[config.mk]
export PLATFORM = sky130hd
export DESIGN_NAME = rbm_run_sequencer_flat
export DESIGN_NICKNAME = d
export VERILOG_FILES = /design/src/rtl/rbm_ctrl_pkg.sv /design/src/rtl/rbm_run_sequencer_if.sv /design/src/rtl/seq_down_counter.sv /design/src/rtl/rbm_run_sequencer.sv /design/src/flat_wrapper.sv
export SDC_FILE = /design/constraint.sdc
export NUM_CORES = 1
export LEC_CHECK = 0
export CAP_MARGIN = 15
export CORE_MARGIN = 4
export CORE_UTILIZATION = 38
export CTS_CLUSTER_SIZE = 8
export DETAILED_ROUTE_END_ITERATION = 16
export PLACE_DENSITY = 0.7
export SLEW_MARGIN = 10
export SYNTH_ARGS = -nofsm -noshare
export SYNTH_HDL_FRONTEND = slang
export SYNTH_SLANG_ARGS = --single-unit
[constraint.sdc]
create_clock -name clk -period 1.64 [get_ports clk]
set_input_delay 0.164 -clock clk [delete_from_list [all_inputs] [get_ports clk]]
set_output_delay 0.164 -clock clk [all_outputs]
set_load 0.02 [all_outputs]
[src/rtl/rbm_ctrl_pkg.sv]
// rbm_ctrl_pkg: sequencer state encoding and default sizing of the 9-VN/9-HN RBM test architecture
package rbm_ctrl_pkg;
  typedef enum logic [2:0] {S_IDLE, S_LOAD_W, S_ARM, S_START, S_RUN, S_READ} state_t;
  localparam int DEF_NUM_CORES  = 9;
  localparam int DEF_ROW_W      = 27;
  localparam int DEF_IDX_W      = 4;
  localparam int DEF_V_W        = 9;
  localparam int DEF_H_W        = 9;
  localparam int DEF_GAP_CYCLES = 4;
  localparam int DEF_RUN_CYCLES = 64;
  function automatic int cnt_w(input int a, input int b);
    return $clog2((a > b ? a : b) + 1);
  endfunction
endpackage

[src/rtl/rbm_run_sequencer_if.sv]
// rbm_run_sequencer_if: host start/weight/result streams plus architecture control lines; slave=sequencer, master=host+arch
interface rbm_run_sequencer_if import rbm_ctrl_pkg::*; #(
  parameter int ROW_W = DEF_ROW_W,
  parameter int IDX_W = DEF_IDX_W,
  parameter int V_W   = DEF_V_W,
  parameter int H_W   = DEF_H_W
);
  logic             en, cfg_start, cfg_skip_w;
  logic [V_W-1:0]   cfg_v;
  logic             w_valid, w_ready;
  logic [ROW_W-1:0] w_data, arch_init_weight;
  logic [IDX_W-1:0] arch_init_weight_index, arch_out_index, res_index;
  logic             arch_init_w_en, arch_begin_operation;
  logic [V_W-1:0]   arch_init_v;
  logic [H_W-1:0]   arch_infer_h, res_data;
  logic             res_valid, res_ready, busy, done;
  modport slave (
    input  en, cfg_start, cfg_skip_w, cfg_v, w_valid, w_data, arch_infer_h, res_ready,
    output w_ready, arch_init_weight, arch_init_weight_index, arch_init_w_en, arch_init_v,
           arch_begin_operation, arch_out_index, res_valid, res_index, res_data, busy, done
  );
  modport master (
    output en, cfg_start, cfg_skip_w, cfg_v, w_valid, w_data, arch_infer_h, res_ready,
    input  w_ready, arch_init_weight, arch_init_weight_index, arch_init_w_en, arch_init_v,
           arch_begin_operation, arch_out_index, res_valid, res_index, res_data, busy, done
  );
endinterface

[src/rtl/seq_down_counter.sv]
// seq_down_counter: loadable down counter that stops at zero; en_i gates all updates, zero_o flags count==0
module seq_down_counter #(
  parameter int W = 7
) (
  input  logic         clk,
  input  logic         rst,
  input  logic         en_i,
  input  logic         load_i,
  input  logic [W-1:0] val_i,
  input  logic         dec_i,
  output logic         zero_o
);
  logic [W-1:0] cnt_q;
  always_ff @(posedge clk)
    if (rst) cnt_q <= '0;
    else if (en_i) cnt_q <= load_i ? val_i : (dec_i && cnt_q != '0) ? cnt_q - 1'b1 : cnt_q;
  assign zero_o = cnt_q == '0;
endmodule

[src/rtl/rbm_run_sequencer.sv]
// rbm_run_sequencer: drives weight init, visible load, begin pulse, run wait and per-core readout of the RBM architecture; ports clk, rst, bus (slave)
module rbm_run_sequencer import rbm_ctrl_pkg::*; #(
  parameter int NUM_CORES  = DEF_NUM_CORES,
  parameter int ROW_W      = DEF_ROW_W,
  parameter int IDX_W      = DEF_IDX_W,
  parameter int V_W        = DEF_V_W,
  parameter int H_W        = DEF_H_W,
  parameter int GAP_CYCLES = DEF_GAP_CYCLES,
  parameter int RUN_CYCLES = DEF_RUN_CYCLES
) (
  input logic               clk,
  input logic               rst,
  rbm_run_sequencer_if.slave bus
);
  localparam int CW = cnt_w(GAP_CYCLES, RUN_CYCLES);
  localparam logic [IDX_W-1:0] LAST = IDX_W'(NUM_CORES - 1);
  if (NUM_CORES > 2**IDX_W || NUM_CORES < 1 || GAP_CYCLES < 1 || RUN_CYCLES < 1) begin : g_bad_cfg
    $error("rbm_run_sequencer: NUM_CORES must fit IDX_W, GAP_CYCLES and RUN_CYCLES must be >= 1");
  end
  state_t           state_q;
  logic [IDX_W-1:0] row_q, widx_q, oidx_q, ridx_q;
  logic [ROW_W-1:0] wdat_q;
  logic [V_W-1:0]   v_q;
  logic [H_W-1:0]   rdat_q;
  logic             w_ready_q, w_en_q, begin_q, done_q, res_valid_q, busy_q;
  logic             gap_zero, run_zero;
  // counters reload in every state but their own, so they enter ARM/RUN already primed
  seq_down_counter #(.W(CW)) u_gap (
    .clk(clk), .rst(rst), .en_i(bus.en), .load_i(state_q != S_ARM),
    .val_i(CW'(GAP_CYCLES - 1)), .dec_i(1'b1), .zero_o(gap_zero)
  );
  seq_down_counter #(.W(CW)) u_run (
    .clk(clk), .rst(rst), .en_i(bus.en), .load_i(state_q != S_RUN),
    .val_i(CW'(RUN_CYCLES)), .dec_i(1'b1), .zero_o(run_zero)
  );
  always_ff @(posedge clk)
    if (rst) begin
      state_q     <= S_IDLE;
      row_q       <= '0;
      widx_q      <= '0;
      oidx_q      <= '0;
      ridx_q      <= '0;
      wdat_q      <= '0;
      v_q         <= '0;
      rdat_q      <= '0;
      w_ready_q   <= 1'b0;
      w_en_q      <= 1'b0;
      begin_q     <= 1'b0;
      done_q      <= 1'b0;
      res_valid_q <= 1'b0;
      busy_q      <= 1'b0;
    end else if (bus.en) begin
      w_en_q  <= 1'b0;
      begin_q <= 1'b0;
      done_q  <= 1'b0;
      case (state_q)
        S_IDLE: if (bus.cfg_start) begin
          v_q       <= bus.cfg_v;
          row_q     <= '0;
          busy_q    <= 1'b1;
          w_ready_q <= !bus.cfg_skip_w;
          state_q   <= bus.cfg_skip_w ? S_ARM : S_LOAD_W;
        end
        S_LOAD_W: if (bus.w_valid && w_ready_q) begin
          wdat_q    <= bus.w_data;
          widx_q    <= row_q;
          w_en_q    <= 1'b1;
          row_q     <= row_q == LAST ? row_q : row_q + 1'b1;
          w_ready_q <= row_q != LAST;
          state_q   <= row_q == LAST ? S_ARM : S_LOAD_W;
        end
        S_ARM: state_q <= gap_zero ? S_START : S_ARM;
        S_START: begin
          begin_q <= 1'b1;
          state_q <= S_RUN;
        end
        S_RUN: if (run_zero) begin
          oidx_q  <= '0;
          state_q <= S_READ;
        end
        // capture one cycle after arch_out_index settles; drop valid on handshake to re-settle
        S_READ: if (!res_valid_q) begin
          res_valid_q <= 1'b1;
          rdat_q      <= bus.arch_infer_h;
          ridx_q      <= oidx_q;
        end else if (bus.res_ready) begin
          res_valid_q <= 1'b0;
          oidx_q      <= oidx_q == LAST ? '0 : oidx_q + 1'b1;
          done_q      <= oidx_q == LAST;
          busy_q      <= oidx_q != LAST;
          state_q     <= oidx_q == LAST ? S_IDLE : S_READ;
        end
        default: state_q <= S_IDLE;
      endcase
    end
  // pulses and w_ready are masked while frozen; pending pulses appear once en returns
  assign bus.w_ready                = w_ready_q & bus.en;
  assign bus.arch_init_w_en         = w_en_q & bus.en;
  assign bus.arch_begin_operation   = begin_q & bus.en;
  assign bus.done                   = done_q & bus.en;
  assign bus.arch_init_weight       = wdat_q;
  assign bus.arch_init_weight_index = widx_q;
  assign bus.arch_init_v            = v_q;
  assign bus.arch_out_index         = oidx_q;
  assign bus.res_valid              = res_valid_q;
  assign bus.res_index              = ridx_q;
  assign bus.res_data               = rdat_q;
  assign bus.busy                   = busy_q;
endmodule

[src/flat_wrapper.sv]
// flat-port wrapper written by rule: the top's interface ports become plain ports
module rbm_run_sequencer_flat import rbm_ctrl_pkg::*;
#(
  parameter int NUM_CORES  = DEF_NUM_CORES,
  parameter int ROW_W      = DEF_ROW_W,
  parameter int IDX_W      = DEF_IDX_W,
  parameter int V_W        = DEF_V_W,
  parameter int H_W        = DEF_H_W,
  parameter int GAP_CYCLES = DEF_GAP_CYCLES,
  parameter int RUN_CYCLES = DEF_RUN_CYCLES
)
  (clk, rst, bus_en, bus_cfg_start, bus_cfg_skip_w, bus_cfg_v, bus_w_valid, bus_w_data, bus_arch_infer_h, bus_res_ready, bus_w_ready, bus_arch_init_weight, bus_arch_init_weight_index, bus_arch_init_w_en, bus_arch_init_v, bus_arch_begin_operation, bus_arch_out_index, bus_res_valid, bus_res_index, bus_res_data, bus_busy, bus_done);
  rbm_run_sequencer_if #(.ROW_W(ROW_W), .IDX_W(IDX_W), .V_W(V_W), .H_W(H_W)) bus_i ();
  input logic clk;
  input logic rst;
  input wire logic [$bits(bus_i.en)-1:0] bus_en;
  input wire logic [$bits(bus_i.cfg_start)-1:0] bus_cfg_start;
  input wire logic [$bits(bus_i.cfg_skip_w)-1:0] bus_cfg_skip_w;
  input wire logic [$bits(bus_i.cfg_v)-1:0] bus_cfg_v;
  input wire logic [$bits(bus_i.w_valid)-1:0] bus_w_valid;
  input wire logic [$bits(bus_i.w_data)-1:0] bus_w_data;
  input wire logic [$bits(bus_i.arch_infer_h)-1:0] bus_arch_infer_h;
  input wire logic [$bits(bus_i.res_ready)-1:0] bus_res_ready;
  output wire logic [$bits(bus_i.w_ready)-1:0] bus_w_ready;
  output wire logic [$bits(bus_i.arch_init_weight)-1:0] bus_arch_init_weight;
  output wire logic [$bits(bus_i.arch_init_weight_index)-1:0] bus_arch_init_weight_index;
  output wire logic [$bits(bus_i.arch_init_w_en)-1:0] bus_arch_init_w_en;
  output wire logic [$bits(bus_i.arch_init_v)-1:0] bus_arch_init_v;
  output wire logic [$bits(bus_i.arch_begin_operation)-1:0] bus_arch_begin_operation;
  output wire logic [$bits(bus_i.arch_out_index)-1:0] bus_arch_out_index;
  output wire logic [$bits(bus_i.res_valid)-1:0] bus_res_valid;
  output wire logic [$bits(bus_i.res_index)-1:0] bus_res_index;
  output wire logic [$bits(bus_i.res_data)-1:0] bus_res_data;
  output wire logic [$bits(bus_i.busy)-1:0] bus_busy;
  output wire logic [$bits(bus_i.done)-1:0] bus_done;
  assign bus_i.en = bus_en;
  assign bus_i.cfg_start = bus_cfg_start;
  assign bus_i.cfg_skip_w = bus_cfg_skip_w;
  assign bus_i.cfg_v = bus_cfg_v;
  assign bus_i.w_valid = bus_w_valid;
  assign bus_i.w_data = bus_w_data;
  assign bus_i.arch_infer_h = bus_arch_infer_h;
  assign bus_i.res_ready = bus_res_ready;
  assign bus_w_ready = bus_i.w_ready;
  assign bus_arch_init_weight = bus_i.arch_init_weight;
  assign bus_arch_init_weight_index = bus_i.arch_init_weight_index;
  assign bus_arch_init_w_en = bus_i.arch_init_w_en;
  assign bus_arch_init_v = bus_i.arch_init_v;
  assign bus_arch_begin_operation = bus_i.arch_begin_operation;
  assign bus_arch_out_index = bus_i.arch_out_index;
  assign bus_res_valid = bus_i.res_valid;
  assign bus_res_index = bus_i.res_index;
  assign bus_res_data = bus_i.res_data;
  assign bus_busy = bus_i.busy;
  assign bus_done = bus_i.done;
  rbm_run_sequencer #(.NUM_CORES(NUM_CORES), .ROW_W(ROW_W), .IDX_W(IDX_W), .V_W(V_W), .H_W(H_W), .GAP_CYCLES(GAP_CYCLES), .RUN_CYCLES(RUN_CYCLES)) u_core (.clk(clk), .rst(rst), .bus(bus_i));
endmodule
==> impl_metrics.xml <==
<?xml version="1.0" encoding="UTF-8"?>
<metrics>
  <group name="grt">
    <metric name="grt_start_max_net_pins" unit="">78</metric>
    <metric name="grt_pass1_wl" unit="µm">16930</metric>
    <metric name="global_route_usage_over_all_layers" unit="%">17.83</metric>
    <metric name="gr-total-overflow" unit="">0</metric>
    <metric name="antenna_found_initial" unit="">0</metric>
    <metric name="grt_pass1_vias" unit="">3693</metric>
  </group>
  <group name="synth">
    <metric name="synth_top_cell_by_area" unit="">sky130_fd_sc_hd__dfxtp_1</metric>
    <metric name="async_reset_ff_share" unit="%">0</metric>
    <metric name="synth_ff_type" unit="">sky130_fd_sc_hd__dfxtp_1</metric>
    <metric name="synth-edff-count" unit="">0</metric>
    <metric name="synth-seq-cells" unit="">84</metric>
    <metric name="post_synth.cell_area_avg" unit="µm²">8.407</metric>
    <metric name="number_of_nets_in_the_synthesized_netlist" unit="">500</metric>
    <metric name="total_standard_cell_area_after_synthesis" unit="µm²">3707</metric>
    <metric name="synth_top_area_share" unit="%">45.36</metric>
    <metric name="synth_cells" unit="">441</metric>
    <metric name="synth_warnings" unit="">0</metric>
    <metric name="post-synth-top-count-cell" unit="">sky130_fd_sc_hd__dfxtp_1</metric>
    <metric name="synth.top_cells.by_area" unit="">sky130_fd_sc_hd__dfxtp_1 (45%), sky130_fd_sc_hd__nand2_1 (8.1%), sky130_fd_sc_hd__a21oi_1 (7.8%), sky130_fd_sc_hd__mux2i_1 (4.0%), sky130_fd_sc_hd__nor2_1 (2.8%)</metric>
    <metric name="synth-seq-area-share" unit="%">45.36</metric>
    <metric name="netlist_top_cells_count" unit="">sky130_fd_sc_hd__dfxtp_1 (84), sky130_fd_sc_hd__nand2_1 (80), sky130_fd_sc_hd__a21oi_1 (58)</metric>
    <metric name="synthDistinctLibCells" unit="">60</metric>
  </group>
  <group name="clock_network">
    <metric name="clockBufferDepth" unit="">2</metric>
    <metric name="cts_stage_hold_buffer_count" unit="">0</metric>
    <metric name="htree_num_levels" unit="">3</metric>
    <metric name="cts_tree" unit="">done</metric>
    <metric name="cts.sink_count" unit="">84</metric>
    <metric name="path_clk_slew" unit="ps">80</metric>
    <metric name="clock-root-buffer" unit="">sky130_fd_sc_hd__clkbuf_8</metric>
    <metric name="cts_made_buffers" unit="">9</metric>
    <metric name="clk_lat_worst_skew" unit="ps">340</metric>
  </group>
  <group name="timing">
    <metric name="skew" unit="ps">9.354</metric>
    <metric name="finalWorstSetupSlack" unit="ps">-55.24</metric>
    <metric name="timing.final.crit_period" unit="ps">1695</metric>
    <metric name="grt_setup_unrepaired" unit="">true</metric>
    <metric name="timing.setup.tns" unit="ps">-277.5</metric>
    <metric name="tightest_slew" unit="ps">402.3</metric>
    <metric name="timing.max_slew.rel_slack" unit="%">72.98</metric>
    <metric name="finalSetupViolations" unit="">8</metric>
    <metric name="final_count_of_pins_violating_max_slew" unit="">0</metric>
    <metric name="final-hold-violation-count" unit="">0</metric>
    <metric name="period_share" unit="%">103.4</metric>
    <metric name="fmax" unit="MHz">589.9</metric>
  </group>
  <group name="cells_and_area">
    <metric name="combined_area_of_the_multi_input_logic_cells" unit="µm²">2008</metric>
    <metric name="final_core_util" unit="%">61.26</metric>
    <metric name="register_area" unit="µm²">1690</metric>
    <metric name="fraction_of_final_layout_cells_with_drive_strength_greater_than_1" unit="%">18.35</metric>
    <metric name="antennaDiodeCount" unit="">0</metric>
    <metric name="design.final.nets" unit="">649</metric>
    <metric name="area.growth.synth_to_final" unit="%">54.84</metric>
    <metric name="fill_cells" unit="">861</metric>
  </group>
  <group name="floorplan">
    <metric name="start_util" unit="%">39.56</metric>
    <metric name="core" unit="µm²">9371</metric>
    <metric name="num_rows" unit="">35</metric>
    <metric name="die_width" unit="µm">106.8</metric>
    <metric name="top_level_ports" unit="">115</metric>
    <metric name="dieHeight" unit="µm">106.8</metric>
    <metric name="floorplan.die_area" unit="µm²">11400</metric>
  </group>
  <group name="critical_path">
    <metric name="critPathMaxFanout" unit="">6</metric>
    <metric name="timing.rr.end" unit="">u_core.u_gap.cnt_q[5]$_SDFFE_PP0P_</metric>
    <metric name="setup.worst_path.class" unit="">flip-flop to flip-flop</metric>
    <metric name="r2r_slack" unit="ps">-60</metric>
    <metric name="worst_path_largest_cell_delay" unit="ps">520</metric>
    <metric name="worstRegToRegCells" unit="">5</metric>
    <metric name="arrival" unit="ps">1980</metric>
    <metric name="timing.critical_path.slowest_stage_cell" unit="">sky130_fd_sc_hd__or4b_4</metric>
    <metric name="critPathLaunchType" unit="">flip-flop</metric>
    <metric name="worstPathRequired" unit="ps">1920</metric>
    <metric name="worst_path_dominant_cell_family" unit="">compound AO/OA/AOI/OAI gates</metric>
    <metric name="setup_crit_start" unit="">u_core.state_q[0]$_SDFFE_PP0P_</metric>
    <metric name="critical_path_buf_inv_count" unit="">1</metric>
    <metric name="timing.rr.start" unit="">u_core.state_q[0]$_SDFFE_PP0P_</metric>
    <metric name="cp-end-kind" unit="">flip-flop</metric>
    <metric name="critical_path.cell_chain" unit="">buf_6 -&gt; or4b_4 -&gt; o31a_1 -&gt; a21bo_1 -&gt; a21oi_2</metric>
  </group>
  <group name="status">
    <metric name="run_status" unit="">finished with violations</metric>
    <metric name="failed_checks" unit="">setup timing</metric>
  </group>
  <group name="detailed_routing">
    <metric name="ant_nets" unit="">0</metric>
    <metric name="dr.first_iter.drc_count" unit="">88</metric>
    <metric name="avgRoutedWirePerCell" unit="µm">14.13</metric>
    <metric name="firstDrtPassIters" unit="">4</metric>
    <metric name="total_wirelength_of_the_detailed_routed_design" unit="µm">10210</metric>
    <metric name="drc" unit="">0</metric>
    <metric name="vias" unit="">3647</metric>
    <metric name="drt-vias-per-instance" unit="">5.044</metric>
  </group>
  <group name="min_path">
    <metric name="min_path_cells" unit="">4</metric>
    <metric name="worstHoldEndpoint" unit="">u_core.row_q[2]$_SDFFE_PP0P_</metric>
    <metric name="hold_path.startpoint" unit="">rst</metric>
    <metric name="hold_class" unit="">primary input to flip-flop</metric>
  </group>
  <group name="run">
    <metric name="max_cap_violations" unit="">0</metric>
  </group>
  <group name="placed_design">
    <metric name="total_half_perimeter_wirelength_after_legalization_and_detailed_placement" unit="µm">7153</metric>
    <metric name="io_buffers" unit="">114</metric>
    <metric name="gp_congestion" unit="">0.8344</metric>
  </group>
  <group name="power_and_ir_drop">
    <metric name="power.total" unit="mW">4.463</metric>
    <metric name="max_vdd_drop" unit="V">0.0004578</metric>
    <metric name="cellPowerDensity" unit="nW/µm²">777.4</metric>
    <metric name="power.leakage" unit="nW">2.138</metric>
  </group>
</metrics>
[routing by layer]
layer | track usage, % | vias up | wire (µm)
met5 | 0 | - | 0
met1 | 21.29 | 1687 | 4454
met2 | 31.38 | 102 | 4922
li1 | - | 1844 | -
met4 | 4.566 | 0 | 151
met3 | 5.117 | 14 | 685
[worst max-delay path by stage]
| stage | slack (ps) | to | cells after the start |
|---|---|---|---|
| 5_1_grt | -150 | u_core.u_run.cnt_q[0]$_SDFFE_PP0P_ | 6 |
| 6_report | -60 | u_core.u_gap.cnt_q[5]$_SDFFE_PP0P_ | 5 |
| 3_5_place_dp | -170 | u_core.row_q[1]$_SDFFE_PP0P_ | 5 |
| 4_1_cts | -60 | u_core.u_gap.cnt_q[5]$_SDFFE_PP0P_ | 5 |
| 3_3_place_gp | -160 | u_core.row_q[0]$_SDFFE_PP0P_ | 5 |
| 2_1_floorplan | -4 | u_core.row_q[0]$_SDFFE_PP0P_ | 6 |
[cell usage in the layout (no fill, tap or decap), drive strengths merged, types with 5 or more instances in the layout]
| cell | n |
|---|---|
| nor2 | 28 |
| and2 | 7 |
| o31ai | 6 |
| dfxtp | 84 |
| buf | 55 |
| nand3 | 13 |
| nor3 | 8 |
| nand4b | 6 |
| o21ai | 11 |
| ha | 7 |
| nor3b | 5 |
| inv | 13 |
| mux2i | 15 |
| clkdlybuf4s50 | 106 |
| a31oi | 5 |
| nand2 | 80 |
| nand2b | 7 |
| clkbuf | 9 |
| or4 | 6 |
| a21oi | 58 |
[worst register-to-register path: stages (launching register included)]
cell                      delay (ps)
sky130_fd_sc_hd__dfxtp_2         350
sky130_fd_sc_hd__buf_6           110
sky130_fd_sc_hd__or4b_4          520
sky130_fd_sc_hd__o31a_1          350
sky130_fd_sc_hd__a21bo_1         210
sky130_fd_sc_hd__a21oi_2         110
[power breakdown]
part | switching [mW] | total [mW] | internal [mW] | leakage [nW]
logic | 0.291 | 0.627 | 0.336 | 1.34
clock network | 0.724 | 1.73 | 1.01 | 0.116
registers | 0.0313 | 2.11 | 2.08 | 0.683
total | 1.05 | 4.46 | 3.42 | 2.14
[what timing repair did]
item                       CTS  global route
hold endpoints to repair     0             0
gates cloned                 0             0
gates resized for setup     24            23
setup buffers                2             4
setup endpoints to repair   22            64
pin swaps                    8             8
[layout make-up]
| type | count | area share, % |
|---|---|---|
| clock buffer | 9 | 2.158 |
| clock inverter | 6 | 1.940 |
| tap | 129 | 2.812 |
| inverter | 12 | 0.7847 |
| multi-input combinational | 315 | 34.98 |
| sequential | 84 | 29.45 |
| timing repair buffer | 168 | 27.88 |
[cells by family (layout without fill, tap and decap cells)]
kind of cell / count (synthesis) / after routing / share of synthesized area [%]
compound gates: 110 / 110 / 18.63
mux: 15 / 15 / 4.050
buf+inv: 42 / 195 / 4.489
simple gates: 180 / 180 / 24.40
flops: 84 / 84 / 45.36
fa+ha+maj: 7 / 7 / 2.362
xor+xnor: 3 / 3 / 0.7089
[per-stage QoR]
stage | instances | cell area, µm² | setup slack (ps) | hold slack [ps]
after floorplan | 441 | 3732 | -4.446 | 300.0
after global placement | 703 | 5308 | -162.6 | 428.4
after detailed placement | 703 | 5308 | -169.0 | 428.9
after CTS | 720 | 5630 | -57.48 | 188.0
after global routing | 723 | 5741 | -149.3 | 223.1
final | 723 | 5741 | -55.24 | 183.9
[flip-flops by register name (all words and copies together), names as in the netlist]
signal                             cells
u_core.bus.arch_init_weight           27
u_core.bus.res_data                    9
u_core.bus.res_valid                   1
u_core.row_q                           4
u_core.bus.arch_init_weight_index      4
u_core.w_ready_q                       1
u_core.begin_q                         1
u_core.bus.res_index                   4
u_core.done_q                          1
u_core.u_gap.cnt_q                     7
u_core.u_run.cnt_q                     7
u_core.w_en_q                          1
u_core.state_q                         3
u_core.bus.arch_init_v                 9
u_core.bus.arch_out_index              4
u_core.bus.busy                        1
(Power assumes the default switching activity.)
==> edit 1 (config.mk and constraints unchanged) <==
The 6 states of `state_t` get a one-hot encoding in 6 bits.
--- a/src/rtl/rbm_ctrl_pkg.sv
+++ b/src/rtl/rbm_ctrl_pkg.sv
@@ -1,6 +1,6 @@
 // rbm_ctrl_pkg: sequencer state encoding and default sizing of the 9-VN/9-HN RBM test architecture
 package rbm_ctrl_pkg;
-  typedef enum logic [2:0] {S_IDLE, S_LOAD_W, S_ARM, S_START, S_RUN, S_READ} state_t;
+  typedef enum logic [5:0] {S_IDLE = 6'b000001, S_LOAD_W = 6'b000010, S_ARM = 6'b000100, S_START = 6'b001000, S_RUN = 6'b010000, S_READ = 6'b100000} state_t;
   localparam int DEF_NUM_CORES  = 9;
   localparam int DEF_ROW_W      = 27;
   localparam int DEF_IDX_W      = 4;
Function: no difference found for any inputs over 10 cycles, from zero or initial values and one cycle with rst high; not proved beyond that.
==> edit 1 against the unedited design <==
Highest routed layer unchanged. Cell area rose by 2.6%. Clock power rose by 3%. Sequential cell count rose by 3. Largest power group unchanged. Clock skew rose by 0.0035 ns. Area after synthesis rose by 1.2%. Power rose by 8.7%. Critical endpoint is now u_core.state_q[5]. Worst setup slack got worse by 0.14 ns. Wire length rose by 8.8%. Critical path type unchanged. The flow still finishes with violations (negative setup slack). Global-route usage rose by 0.82 points.
==> edit 1: results (changes against the unedited design) <==
Power
The largest vdd supply drop is 493 uV (+7.6%). The reported leakage power was 0.00229 uW (+6.9%).

Synthesis
Sorting the synthesized cells by area gives the leading types as dfxtp_1, nand2_1, a21oi_1. The share of synthesized cell area in full adder, half adder and majority cells is 2.33% (-0.028 points). After synthesis, the most frequently instantiated cells are nand2_1, dfxtp_1, a21oi_1. The compound-cell area share of the yosys netlist is 17.1% (-1.5 points). The post-synthesis share of cell area spent on xor and xnor gates is 0.934% (+0.23 points). The count of distinct cell types in the synthesized netlist is 53 (-12%). The count of mapped cells out of synthesis is 455 (+3.2%). The share of synthesized area occupied by flip-flops and latches was 46.4% (+1.1 points). The multiplexer fraction of the synthesized cell area was 2.70% (-1.3 points). The number of nets in the synthesized netlist is 514 (+2.8%).

Cells and area
The fraction of final layout cells with drive strength greater than 1 is 21.1% (+2.7 points). The total inserted antenna cells is 0 (unchanged). The post-route non-filler standard cell count is 755 (+4.4%).

The number of fill cells is 796 (-7.5%). The number of nets in the layout came to 680 (+4.8%).

CTS
The clock-pin slew on the worst setup and hold paths is 0.10 ns (+0.02 ns). The clock latency of the later-clocked register in the worst-skew pair came to 0.37 ns (+0.03 ns).

Worst setup path
The critical path data arrival time is 2.09 ns (+0.11 ns). The peak fanout along the critical path was 4 (-2).

Placement
The routability congestion estimate from global placement is 0.904 (+8.3%). The total placed cells including tap cells was 736 (+4.7%). The placed wire-length estimate after detailed placement is 8.09 mm (+13%).

Min path
The number of cells on the worst hold path was 2 (-2).

Timing
The worst clock skew came to 0.0129 ns (+0.00353 ns). The transition time of the tightest slew-check pin is 0.475 ns (+0.0722 ns). The accumulated negative setup slack is -1.08 ns (-0.806 ns). The worst path setup slack after routing is -0.197 ns (-0.142 ns).

The total setup violations reported at the end of the flow came to 29 (+21).

Drt
The final routed wire length divided by cell count is 14.7 um (+4.2%). The number of vias in the routed layout was 3833 (+5.1%). The number of detailed-route iterations in the first pass came to 4 (unchanged).

The number of DRC violations after detailed-routing iteration 0 is 162 (+84%).

Outcome
The flow ran to the end, but the final reports show violations. The final reports fail on negative setup slack.

Global route
The first-pass GRT wire length is 17.5 mm (+3.1%). The pin count of the biggest net entering global routing is 32 (-59%).
## edit 1: worst paths after layout
check | from | end | slack (ns)
min reg2reg | u_core.bus.arch_init_weight[25] | u_core.bus.arch_init_weight[25] | 0.45
min | rst | u_core.bus.arch_init_v[6] | 0.24
max | u_core.u_run.cnt_q[1] | u_core.state_q[5] | -0.20
max reg2reg | u_core.u_run.cnt_q[1] | u_core.state_q[5] | -0.20
## edit 1: kinds of logic after synthesis
group	Yosys count
and+or+nand+nor	206
AOI/OAI and AO/OA	105
DFF	87
buffers and inverters	36
muxes	10
adders and majority gates	7
xor gates and xnor gates	4
## edit 1: critical path: stages (launching register included)
cell,delay [ns]
dfxtp_2,0.33
inv_1,0.11
ha_4,0.17
nor2b_4,0.16
and2_4,0.15
buf_4,0.12
o221a_2,0.27
a21oi_2,0.08
a311oi_1,0.34
## edit 1: per-stage QoR
step                      setup WS [ns]  instance area (um2)  hold WS [ns]  total power (uW)  utilization, %
after detailed placement         -0.175                 5450         0.444              3020            57.8
after floorplan                  -0.131                 3780         0.300              2610               -
final                            -0.197                 5890         0.241              4850            62.6
after global placement           -0.121                 5450         0.437              3010            57.8
after global routing             -0.222                 5890         0.246              5040            62.6
after CTS                        -0.113                 5760         0.227              4820            61.2
## edit 1: layout make-up
cell class	count	area [um2]	share of cell area, %
clock inverter	4	73.8	1.25
clock buffer	12	166	2.82
sequential	87	1760	29.8
tap	129	161	2.74
inverter	12	45.0	0.764
timing repair buffer	179	1670	28.4
multi-input combinational	332	2020	34.2
## edit 1: per-layer routing
layer	global-route usage (%)	up-vias	share of wire, %
met5	0	-	0
met4	6.40	0	1.4
met3	4.50	14	6.6
met2	30.7	121	49
met1	23.9	1795	43
li1	-	1903	-
## edit 1: where the power goes
group,switching (uW),internal (uW)
combinational,390,468
sequential,50.3,2160
clock,783,997
==> edit 2 (same settings) <==
Without the edit above. `DEF_RUN_CYCLES`: 64 -> 96.
--- a/src/rtl/rbm_ctrl_pkg.sv
+++ b/src/rtl/rbm_ctrl_pkg.sv
@@ -7,7 +7,7 @@
   localparam int DEF_V_W        = 9;
   localparam int DEF_H_W        = 9;
   localparam int DEF_GAP_CYCLES = 4;
-  localparam int DEF_RUN_CYCLES = 64;
+  localparam int DEF_RUN_CYCLES = 96;
   function automatic int cnt_w(input int a, input int b);
     return $clog2((a > b ? a : b) + 1);
   endfunction
Check against the original RTL: no difference found for any inputs over 4 cycles, from zero or initial values and one cycle with rst high; that may be too few to reach the edited logic, so the function may still have changed.
==> edit 2 against the unedited design <==
The run still ends with negative setup slack left. Synthesized cell count is 2.0% higher. Wire length increased by 11%. Hold slack worse by 0.027 ns. Worst setup slack worse by 0.15 ns. Core utilization rose by 2.8 points. Sequential cell count did not move. Power down 5.1%. Clock skew increased by 0.0043 ns. Maximum frequency is 7.9% lower. Cell area rose by 5.0%. Count of clock-buffer cells in the layout is the same. Area after synthesis up 1.1%.
==> edit 2: results (changes against the unedited design) <==
Outcome
The flow ran to the end, but the final reports show violations. The final reports fail on negative setup slack.

Placement
The placed wire-length estimate after detailed placement is 7.62 mm (+6.5%). The total placed cells including tap cells was 726 (+3.3%). The routability congestion estimate from global placement is 0.833 (-0.22%).

Timing
The total setup violations reported at the end of the flow is 12 (+4). The worst path setup slack after routing is -0.200 ns (-0.145 ns). The tightest slew margin relative to the limit is 72.5% (-0.53 points).

The worst clock skew came to 0.0136 ns (+0.00427 ns). The worst hold slack came to 0.156 ns (-0.0275 ns).

Power
The largest vdd supply drop is 423 uV (-7.7%).

Worst setup path
The worst reg2reg path depth is 7 (+2). The peak fanout along the critical path is 7 (+1). The biggest cell delay along the critical path is 0.38 ns (-0.14 ns).

The critical path data arrival time came to 2.14 ns (+0.16 ns). The startpoint identified for the worst register-to-register timing path is u_core.u_run.cnt_q[1].

Cells and area
The fraction of final layout cells with drive strength greater than 1 is 24.9% (+6.5 points). The number of nets in the layout is 681 (+4.9%). The number of fill cells is 776 (-9.9%).

Drt
The detailed-route vias per instance is 5.13 (+1.6%). The total routed wirelength was 11.3 mm (+11%).

Global route
The global-route usage over all layers is 18.7% (+0.87 points). The first-pass GRT wire length is 17.5 mm (+3.2%). The via count of the first global-routing pass is 3724 (+0.84%).

Synthesis
In the synthesized netlist, the cells that appear most often are dfxtp_1, nand2_1, a21oi_1. The count of distinct cell types in the synthesized netlist was 53 (-12%). The share of synthesized area occupied by flip-flops and latches was 44.9% (-0.50 points).

Min path
The sink of the worst hold path is u_core.u_run.cnt_q[1].
edit 2: cell type report:
cell class | instances | area [um2] | share of cell area, %
clock buffer | 9 | 124 | 2.06
clock inverter | 7 | 65.1 | 1.08
inverter | 12 | 45.0 | 0.747
multi-input combinational | 323 | 2100 | 34.9
sequential | 84 | 1700 | 28.2
tap | 129 | 161 | 2.68
timing repair buffer | 192 | 1830 | 30.4
edit 2: worst max-delay path: cells and delay by family, from the launching register on:
family                     cells  cell delay [ns]
and+or+nand+nor                2             0.70
DFF                            1             0.33
buffers and inverters          2             0.21
AOI/OAI and AO/OA              2             0.40
adders and majority gates      1             0.13
edit 2: routing by layer:
metal,global-route usage [%],share of wire (%),vias up
li1,-,-,1920
met1,22.4,42,1827
met2,31.9,50,111
met3,5.40,6.6,18
met4,6.48,1.9,0
met5,0,0,-
edit 2: worst max-delay path by stage:
| stage | start | end | slack, ns | cells after the start |
|---|---|---|---|---|
| finish | u_core.u_run.cnt_q[1] | u_core.bus.arch_out_index[1] | -0.20 | 7 |
| CTS | u_core.u_run.cnt_q[1] | u_core.bus.arch_out_index[1] | -0.19 | 7 |
| global route | u_core.u_run.cnt_q[1] | u_core.bus.arch_out_index[2] | -0.28 | 7 |
| floorplan | u_core.u_run.cnt_q[0] | u_core.bus.arch_out_index[0] | -0.23 | 6 |
| global placement | bus_en | u_core.row_q[2] | -0.37 | 5 |
| detailed placement | bus_en | u_core.row_q[2] | -0.39 | 5 |
edit 2: power by group through the flow:
stage / Clock, uW / Combinational, uW / Sequential (uW)
6_report: 1440 / 690 / 2100
5_1_grt: 1570 / 742 / 2110
4_1_cts: 1470 / 628 / 2100
3_5_place_dp: 0 / 586 / 2150
3_3_place_gp: 0 / 572 / 2150
2_1_floorplan: 0 / 269 / 2160
edit 2: metrics by stage:
stage | setup TNS (ns) | setup slack, ns | total power (uW) | instance area, um2
2_1_floorplan | -0.392 | -0.233 | 2430 | 3790
3_3_place_gp | -14.06 | -0.370 | 2720 | 5440
3_5_place_dp | -15.69 | -0.389 | 2730 | 5440
4_1_cts | -0.910 | -0.190 | 4200 | 5780
5_1_grt | -2.12 | -0.278 | 4420 | 6030
6_report | -1.07 | -0.200 | 4230 | 6030
edit 2: timing repair:
item,4_1_cts,5_1_grt
pin swaps,9,20
setup endpoints to repair,41,39
setup buffers,8,5
gates resized for setup,35,42
cloned,0,3
edit 2: cell families after synthesis:
family                   synth area share, %
AND/OR/NAND/NOR                         25.2
AO/OA/AOI/OAI                           17.6
flip-flops                              44.9
buffers and inverters                   5.47
multiplexers                            4.01
adder cells (fa/ha/maj)                 2.34
XOR/XNOR                               0.467
